--- src/rtl/button_event_decoder_if.sv ---
// Debouncer pulses in, gesture events out, for the button event decoder.
interface button_event_decoder_if;
  logic pb_down;
  logic pb_up;
  logic short_press;
  logic long_press;
  logic double_press;
  logic repeat_pulse;
  logic held;

  modport master (
    output pb_down, pb_up,
    input  short_press, long_press, double_press, repeat_pulse, held
  );

  modport slave (
    input  pb_down, pb_up,
    output short_press, long_press, double_press, repeat_pulse, held
  );
endinterface

--- src/rtl/button_event_decoder.sv ---
// Classifies debounced press/release pulses into short, long, double and
// held-repeat gestures; all outputs are registered one-cycle pulses plus held.
module button_event_decoder #(
  parameter int unsigned           CNT_W      = 24,
  parameter logic [CNT_W-1:0]      LONG_CNT   = 24'd12_000_000,
  parameter logic [CNT_W-1:0]      DBL_CNT    = 24'd6_000_000,
  parameter logic [CNT_W-1:0]      REPEAT_CNT = 24'd3_000_000
) (
  input  logic                  clk,
  input  logic                  rst_n,
  button_event_decoder_if.slave bus
);

  typedef enum logic [2:0] {
    IDLE   = 3'd0,
    PRESS1 = 3'd1,
    WAIT2  = 3'd2,
    PRESS2 = 3'd3,
    LONG   = 3'd4
  } state_t;

  // cnt holds (edges since entry - 1) when a deciding edge arrives.
  localparam logic [CNT_W-1:0] LONG_LAST   = LONG_CNT - 1'b1;
  localparam logic [CNT_W-1:0] DBL_LAST    = DBL_CNT - 1'b1;
  localparam logic [CNT_W-1:0] REPEAT_LAST = REPEAT_CNT - 1'b1;

  state_t           state, state_nx;
  logic [CNT_W-1:0] cnt, cnt_nx;
  logic             ev_down, ev_up;
  logic             short_nx, long_nx, double_nx, repeat_nx, held_nx;

  // Simultaneous press and release pulses carry no information.
  assign ev_down = bus.pb_down & ~bus.pb_up;
  assign ev_up   = bus.pb_up & ~bus.pb_down;

  always_comb begin
    state_nx  = state;
    cnt_nx    = cnt + 1'b1;
    short_nx  = 1'b0;
    long_nx   = 1'b0;
    double_nx = 1'b0;
    repeat_nx = 1'b0;
    case (state)
      IDLE: begin
        cnt_nx = '0;
        if (ev_down) state_nx = PRESS1;
      end
      PRESS1: begin
        if (ev_up) begin
          state_nx = WAIT2;
        end else if (cnt == LONG_LAST) begin
          long_nx  = 1'b1;
          state_nx = LONG;
        end
      end
      WAIT2: begin
        if (ev_down) begin
          state_nx = PRESS2;
        end else if (cnt == DBL_LAST) begin
          short_nx = 1'b1;
          state_nx = IDLE;
        end
      end
      PRESS2: begin
        if (ev_up) begin
          double_nx = 1'b1;
          state_nx  = IDLE;
        end else if (cnt == LONG_LAST) begin
          double_nx = 1'b1;
          state_nx  = LONG;
        end
      end
      LONG: begin
        if (ev_up) begin
          state_nx = IDLE;
        end else if (cnt == REPEAT_LAST) begin
          repeat_nx = 1'b1;
          cnt_nx    = '0;
        end
      end
      default: begin
        state_nx = IDLE;
        cnt_nx   = '0;
      end
    endcase
    if (state_nx != state) cnt_nx = '0;
    held_nx = (state_nx == PRESS1) || (state_nx == PRESS2) || (state_nx == LONG);
  end

  always_ff @(posedge clk or negedge rst_n) begin
    if (!rst_n) begin
      state            <= IDLE;
      cnt              <= '0;
      bus.short_press  <= 1'b0;
      bus.long_press   <= 1'b0;
      bus.double_press <= 1'b0;
      bus.repeat_pulse <= 1'b0;
      bus.held         <= 1'b0;
    end else begin
      state            <= state_nx;
      cnt              <= cnt_nx;
      bus.short_press  <= short_nx;
      bus.long_press   <= long_nx;
      bus.double_press <= double_nx;
      bus.repeat_pulse <= repeat_nx;
      bus.held         <= held_nx;
    end
  end

endmodule

--- src/flat_wrapper.sv ---
// flat-port wrapper written by rule: the top's interface ports become plain ports
module button_event_decoder_flat 
#(
  parameter int unsigned           CNT_W      = 24,
  parameter logic [CNT_W-1:0]      LONG_CNT   = 24'd12_000_000,
  parameter logic [CNT_W-1:0]      DBL_CNT    = 24'd6_000_000,
  parameter logic [CNT_W-1:0]      REPEAT_CNT = 24'd3_000_000
)
  (clk, rst_n, bus_pb_down, bus_pb_up, bus_short_press, bus_long_press, bus_double_press, bus_repeat_pulse, bus_held);
  button_event_decoder_if bus_i ();
  input  logic clk;
  input  logic rst_n;
  input wire logic [$bits(bus_i.pb_down)-1:0] bus_pb_down;
  input wire logic [$bits(bus_i.pb_up)-1:0] bus_pb_up;
  output wire logic [$bits(bus_i.short_press)-1:0] bus_short_press;
  output wire logic [$bits(bus_i.long_press)-1:0] bus_long_press;
  output wire logic [$bits(bus_i.double_press)-1:0] bus_double_press;
  output wire logic [$bits(bus_i.repeat_pulse)-1:0] bus_repeat_pulse;
  output wire logic [$bits(bus_i.held)-1:0] bus_held;
  assign bus_i.pb_down = bus_pb_down;
  assign bus_i.pb_up = bus_pb_up;
  assign bus_short_press = bus_i.short_press;
  assign bus_long_press = bus_i.long_press;
  assign bus_double_press = bus_i.double_press;
  assign bus_repeat_pulse = bus_i.repeat_pulse;
  assign bus_held = bus_i.held;
  button_event_decoder #(.CNT_W(CNT_W), .LONG_CNT(LONG_CNT), .DBL_CNT(DBL_CNT), .REPEAT_CNT(REPEAT_CNT)) u_core (.clk(clk), .rst_n(rst_n), .bus(bus_i));
endmodule
--- config.mk ---
export PLATFORM = sky130hd
export DESIGN_NAME = button_event_decoder_flat
export DESIGN_NICKNAME = d
export VERILOG_FILES = /design/src/rtl/button_event_decoder_if.sv /design/src/rtl/button_event_decoder.sv /design/src/flat_wrapper.sv
export SDC_FILE = /design/constraint.sdc
export NUM_CORES = 1
export LEC_CHECK = 0
export BUFFER_PORTS_ARGS = -buffer_cell sky130_fd_sc_hd__clkbuf_2
export CORE_MARGIN = 2
export CORE_UTILIZATION = 50
export CTS_BUF_LIST = sky130_fd_sc_hd__clkbuf_8
export DETAILED_ROUTE_END_ITERATION = 10
export GPL_ROUTABILITY_DRIVEN = 0
export PLACE_DENSITY_LB_ADDON = 0.25
export SLEW_MARGIN = 5
export SYNTH_ARGS = -nofsm -noshare
export SYNTH_HDL_FRONTEND = slang
export SYNTH_SLANG_ARGS = --single-unit
--- constraint.sdc ---
create_clock -name clk -period 2.5 [get_ports clk]
set_input_delay 0.375 -clock clk [delete_from_list [all_inputs] [get_ports clk]]
set_output_delay 0.375 -clock clk [all_outputs]
set_load 0.02 [all_outputs]
After elaboration in Yosys (flattened, before gate mapping)
Index checks and enable logic that the tools add are counted.
{"block": "totals", "out_inout_bits": 5, "elab_cells": 50, "regBits": 32}
{"block": "classes", "n_mux": 23, "n_eq_ne": 11, "reduce_logical": 4, "add_sub_neg": 1, "bitwise_logic": 4}
{"op": "$mux W24", "count": 3}
{"op": "$pmux W24 S2", "count": 1}
{"op": "$add A24 B1 Y24 const B", "count": 1}
{"op": "$eq A24 B22 Y1 const B", "count": 1}
{"op": "$eq A24 B23 Y1 const B", "count": 1}
{"op": "$eq A24 B24 Y1 const B", "count": 1}
{"op": "$mux W3", "count": 7}
{"op": "$pmux W3 S5", "count": 1}
{"op": "$mux W1", "count": 11}
{"op": "$eq A3 B2 Y1 const B", "count": 3}
{"op": "$eq A3 B1 Y1 const B", "count": 2}
{"op": "$eq A3 B3 Y1 const B", "count": 2}
{"op": "$logic_not A3 Y1", "count": 1}
{"op": "$ne A3 B3 Y1", "count": 1}
{"op": "$reduce_or A3 Y1", "count": 1}
{"op": "$and A1 B1 Y1", "count": 2}
{"op": "$logic_or A1 B1 Y1", "count": 2}
{"op": "$not A1 Y1", "count": 2}

Longest topological paths before layout
{"block": "logic_depth", "ltp_word": 7, "ltp_mapped": 7, "mapped_depth_nobuf": 6}

Least setup slack after synthesis
No wires, ideal clock.
{"block": "synth_path", "kind": "register to register", "from": "reg u_core.cnt[8]", "to": "reg u_core.cnt[10]", "period_less_slack_ps": 2027, "arrival_time_ps": 1892, "setup_time_ps": 134, "path_stages_with_launch": 8, "path_slack_ps": 473, "path_cell_list": "dfrtp_1 -> and4bb_2 -> nand2_1 -> or4_1 -> buf_2 -> a32oi_4 -> buf_6 -> nor3_1"}
{"block": "synth_via", "elab_chain_cells": 6}
{"item": "start, declared", "line": "button_event_decoder.sv:28", "source": "logic [CNT_W-1:0] cnt, cnt_nx;"}
{"item": "start signal, assigned", "line": "button_event_decoder.sv:101", "source": "cnt <= cnt_nx;"}
{"item": "branches (longest 5 deep; another with $add A24 B1 Y24)"}
{"item": "$mux W24 *", "line": "button_event_decoder.sv:86", "source": "if (state_nx != state) cnt_nx = '0;"}
{"item": "named net u_core.cnt_nx[10]", "line": "button_event_decoder.sv:28"}
Mark *: on every way through the listed nets, which the timed path passes.

Worst setup path in the final report
{"block": "layout_path", "from": "reg u_core.cnt[15]", "to": "reg u_core.cnt[2]"}
{"block": "layout_via", "elab_chain_cells": 6}
{"item": "$eq A24 B24 Y1 or $eq A24 B23 Y1 (tied branches)", "line": "button_event_decoder.sv:51, button_event_decoder.sv:68, button_event_decoder.sv:59"}
{"item": "$mux W3 (on tied branches)", "line": "button_event_decoder.sv:51, button_event_decoder.sv:68, button_event_decoder.sv:59"}
{"item": "$mux W3 (on tied branches)", "line": "button_event_decoder.sv:65, button_event_decoder.sv:49, button_event_decoder.sv:57"}
{"item": "$pmux W3 S5", "line": "button_event_decoder.sv:43", "source": "case (state)"}
{"item": "$ne A3 B3 Y1", "line": "button_event_decoder.sv:86"}
{"item": "$mux W24 *", "line": "button_event_decoder.sv:86"}
{"item": "named net u_core.cnt_nx[2]", "line": "button_event_decoder.sv:28"}
The timed path passes the listed nets; every way through them passes the cells marked *.

==> flow_metrics.env <==
export IMPL_p_per_area_mw_per_mm2=632
export IMPL_drcViolationCount=0
export IMPL_synthDominantAreaCellType="dfrtp_1"
export IMPL_max_freq_mhz=457
export IMPL_final_min_clock_period_ps=2190
export IMPL_cap_violations=0
export IMPL_start_util=0.523
export IMPL_syn_area_mm2=0.00174
export IMPL_synth_async_reset_ratio=1.00
export IMPL_rows=21
export IMPL_hold_viol=0
export IMPL_grt_pass1_wl_mm=6.06
export IMPL_p_sw_mw=0.362
export IMPL_ys_flop_type="dfrtp_1"
export IMPL_vias_per_cell=5.71
export IMPL_grt_pass1_vias=1327
export IMPL_cts_sinks=32
export IMPL_routed_wl_mm=3.54
export IMPL_synthToLayoutAreaGrowth_pct=9.68
export IMPL_min_delay_path_class="in2async"
export IMPL_comb_power_share=0.169
export IMPL_antenna_found_initial=0
export IMPL_grt_usage=0.195
export IMPL_maxSlewHeadroom=0.481
export IMPL_grt_start_max_net_pins=33
export IMPL_synth_seq_cells=32
export IMPL_ctsResizeCount=0
export IMPL_drt_initial_drc_count=134
export IMPL_yosysSeqAreaShare=0.459
export IMPL_die_x_um=63.1
export IMPL_io_buffers=8
export IMPL_clk_pin_slew_worst_paths_ps=60
export IMPL_status="complete, no violations"
export IMPL_avgSynthCellArea_um2=9.53
export IMPL_slew_violations=0
export IMPL_clock_latency_ps=280
export IMPL_ctsHoldBuffers=0
export IMPL_fin_skew_ps=2.84
export IMPL_crit_type="reg2reg"
export IMPL_whs_ps=159
export IMPL_ant_nets=0
export IMPL_core_mm2=0.00334
export IMPL_setup_tns_ps=0
export IMPL_cts_buffers=5
export IMPL_p_seq_frac=0.497
export IMPL_intPower_mw=0.847
export IMPL_antenna_cells=0
export IMPL_syn_inst=183
export IMPL_sw_frac_of_total=0.299
export IMPL_synth_edf_count=0
export IMPL_netlist_top_cells_count="33 x nor3_1, 32 x dfrtp_1, 14 x nand3_1, 13 x nand2_1, 12 x xor2_1"
export IMPL_cts_root_buf="clkbuf_8"
export IMPL_tightestPinTransition_ps=779
export IMPL_cts_path_max_buffers=2
export IMPL_worst_setup_path_start_kind="register"
export IMPL_setup_violations=0
export IMPL_clockPowerShare=0.334
export IMPL_syn_nets=188
export IMPL_crit_path_max_fanout=24
export IMPL_synth_top_area_frac=0.459
export IMPL_slowest_stage="or4_1"
export IMPL_crit_buf_inv=1
export IMPL_hpwlAfterDp_mm=2.46
export IMPL_grt_overflow_total=0
export IMPL_first_pass_iters=4
export IMPL_dp_slack_ps=334
export IMPL_postCtsSetupBuffers=0
export IMPL_layout_nets=196
export IMPL_synth_most_common_cell="nor3_1"
export IMPL_die_area_mm2=0.00398
export IMPL_drive_gt1_frac=0.130
export IMPL_power_leakage_nw=0.753
export IMPL_io_pins=9
export IMPL_ir_drop_mv=0.445
export IMPL_synth_distinct_cells=36
export IMPL_wl_per_cell_um=14.9
export IMPL_slowest_delay_ps=650
export IMPL_die_y_um=63.1
export IMPL_synth_area_top_cells="dfrtp_1 46%, nor3_1 9.5%, xor2_1 6.0%, xnor2_1 5.0%, nand3_1 4.0%"
export IMPL_required_ps=2660
export IMPL_crit_family="simple AND/OR/NAND/NOR gates"
export IMPL_cts_tree="built"
export IMPL_yosysWarnings=0
export IMPL_via_count=1359
export IMPL_setup_slack_ps=312
export IMPL_cp_end_kind="register"
export IMPL_cp_cell_sequence="nor4b_1 > nand2_1 > or4_1 > a32oi_4 > buf_12 > nor3_1"
export IMPL_arrival_ps=2350
export IMPL_grt_setup_unrepaired="no"
export IMPL_htree_num_levels=2
export IMPL_finalCritPeriodShare=0.875
[cells in the final DEF (no fill, tap or decap), drive strengths merged]
cell	n
a21oi	5
a31oi	3
a32oi	1
and2	1
and3	2
and4	5
and4b	2
and4bb	1
buf	3
clkbuf	14
clkinv	2
dfrtp	32
ha	1
inv	2
nand2	13
nand2b	2
nand3	15
nand3b	1
nand4	6
nand4b	1
nor2	8
nor2b	4
nor3	33
nor3b	1
nor4	4
nor4b	2
o21ai	1
o21bai	1
or2	1
or3	1
or3b	1
or4	1
xnor2	10
xor2	12
[power groups by stage]
| stage | Combinational (mW) | Clock (mW) | Sequential, mW |
|---|---|---|---|
| final | 0.204 | 0.404 | 0.600 |
| after global routing | 0.228 | 0.446 | 0.608 |
| after CTS | 0.207 | 0.412 | 0.599 |
| after detailed placement | 0.206 | 0 | 0.608 |
| after global placement | 0.198 | 0 | 0.604 |
| after floorplan | 0.173 | 0 | 0.586 |
[area by class of cell]
cell class	instances	area [µm²]
fillers	325	1420
multi-input cells	139	880
inverters	2	7.51
well taps	46	57.6
flip-flops and latches	32	801
clock buffers	6	82.6
repair buffers	11	75.1
clock inverters	2	10.0
[cells by family after synthesis]
group,count (synthesis),synth area share
buffers and inverters,12,0.0366
DFF,32,0.459
adders and majority gates,1,0.00717
and+or+nand+nor,105,0.339
xor gates and xnor gates,22,0.110
AOI/OAI and AO/OA,11,0.0481
[stage by stage]
step           cell area, µm²  std cells  power, mW   util
2_1_floorplan            1740        183      0.759      -
3_3_place_gp             1820        230      0.802  0.546
3_5_place_dp             1820        230      0.814  0.546
4_1_cts                  1910        238       1.22  0.573
5_1_grt                  1910        238       1.28  0.573
6_report                 1910        238       1.21  0.573
[state kept, by name, summed over array words and instances (netlist names)]
register                 count
u_core.bus.held              1
u_core.state                 3
u_core.bus.repeat_pulse      1
u_core.cnt                  24
u_core.bus.long_press        1
u_core.bus.short_press       1
u_core.bus.double_press      1
[worst paths after layout]
path / start / endpoint / cells after the start / slack [ps]
max: u_core.cnt[15] / u_core.cnt[2] / 6 / 310
min: rst_n / u_core.cnt[6] / 1 / 160
max reg2reg: u_core.cnt[15] / u_core.cnt[2] / 6 / 310
min reg2reg: u_core.cnt[0] / u_core.cnt[0] / 1 / 530
max in group asynchronous: rst_n / u_core.bus.repeat_pulse / 1 / 1850
min in group clk: bus_pb_down / u_core.state[2] / 3 / 380
[routing by layer]
metal / GRT usage / routed length (µm) / vias up
li1: - / - / 679
met1: 0.250 / 1660 / 653
met3: 0.0607 / 122 / 5
met5: 0 / 0 / -
met2: 0.316 / 1710 / 22
met4: 0.0556 / 42 / 0
Power figures use the tool's default switching activity.
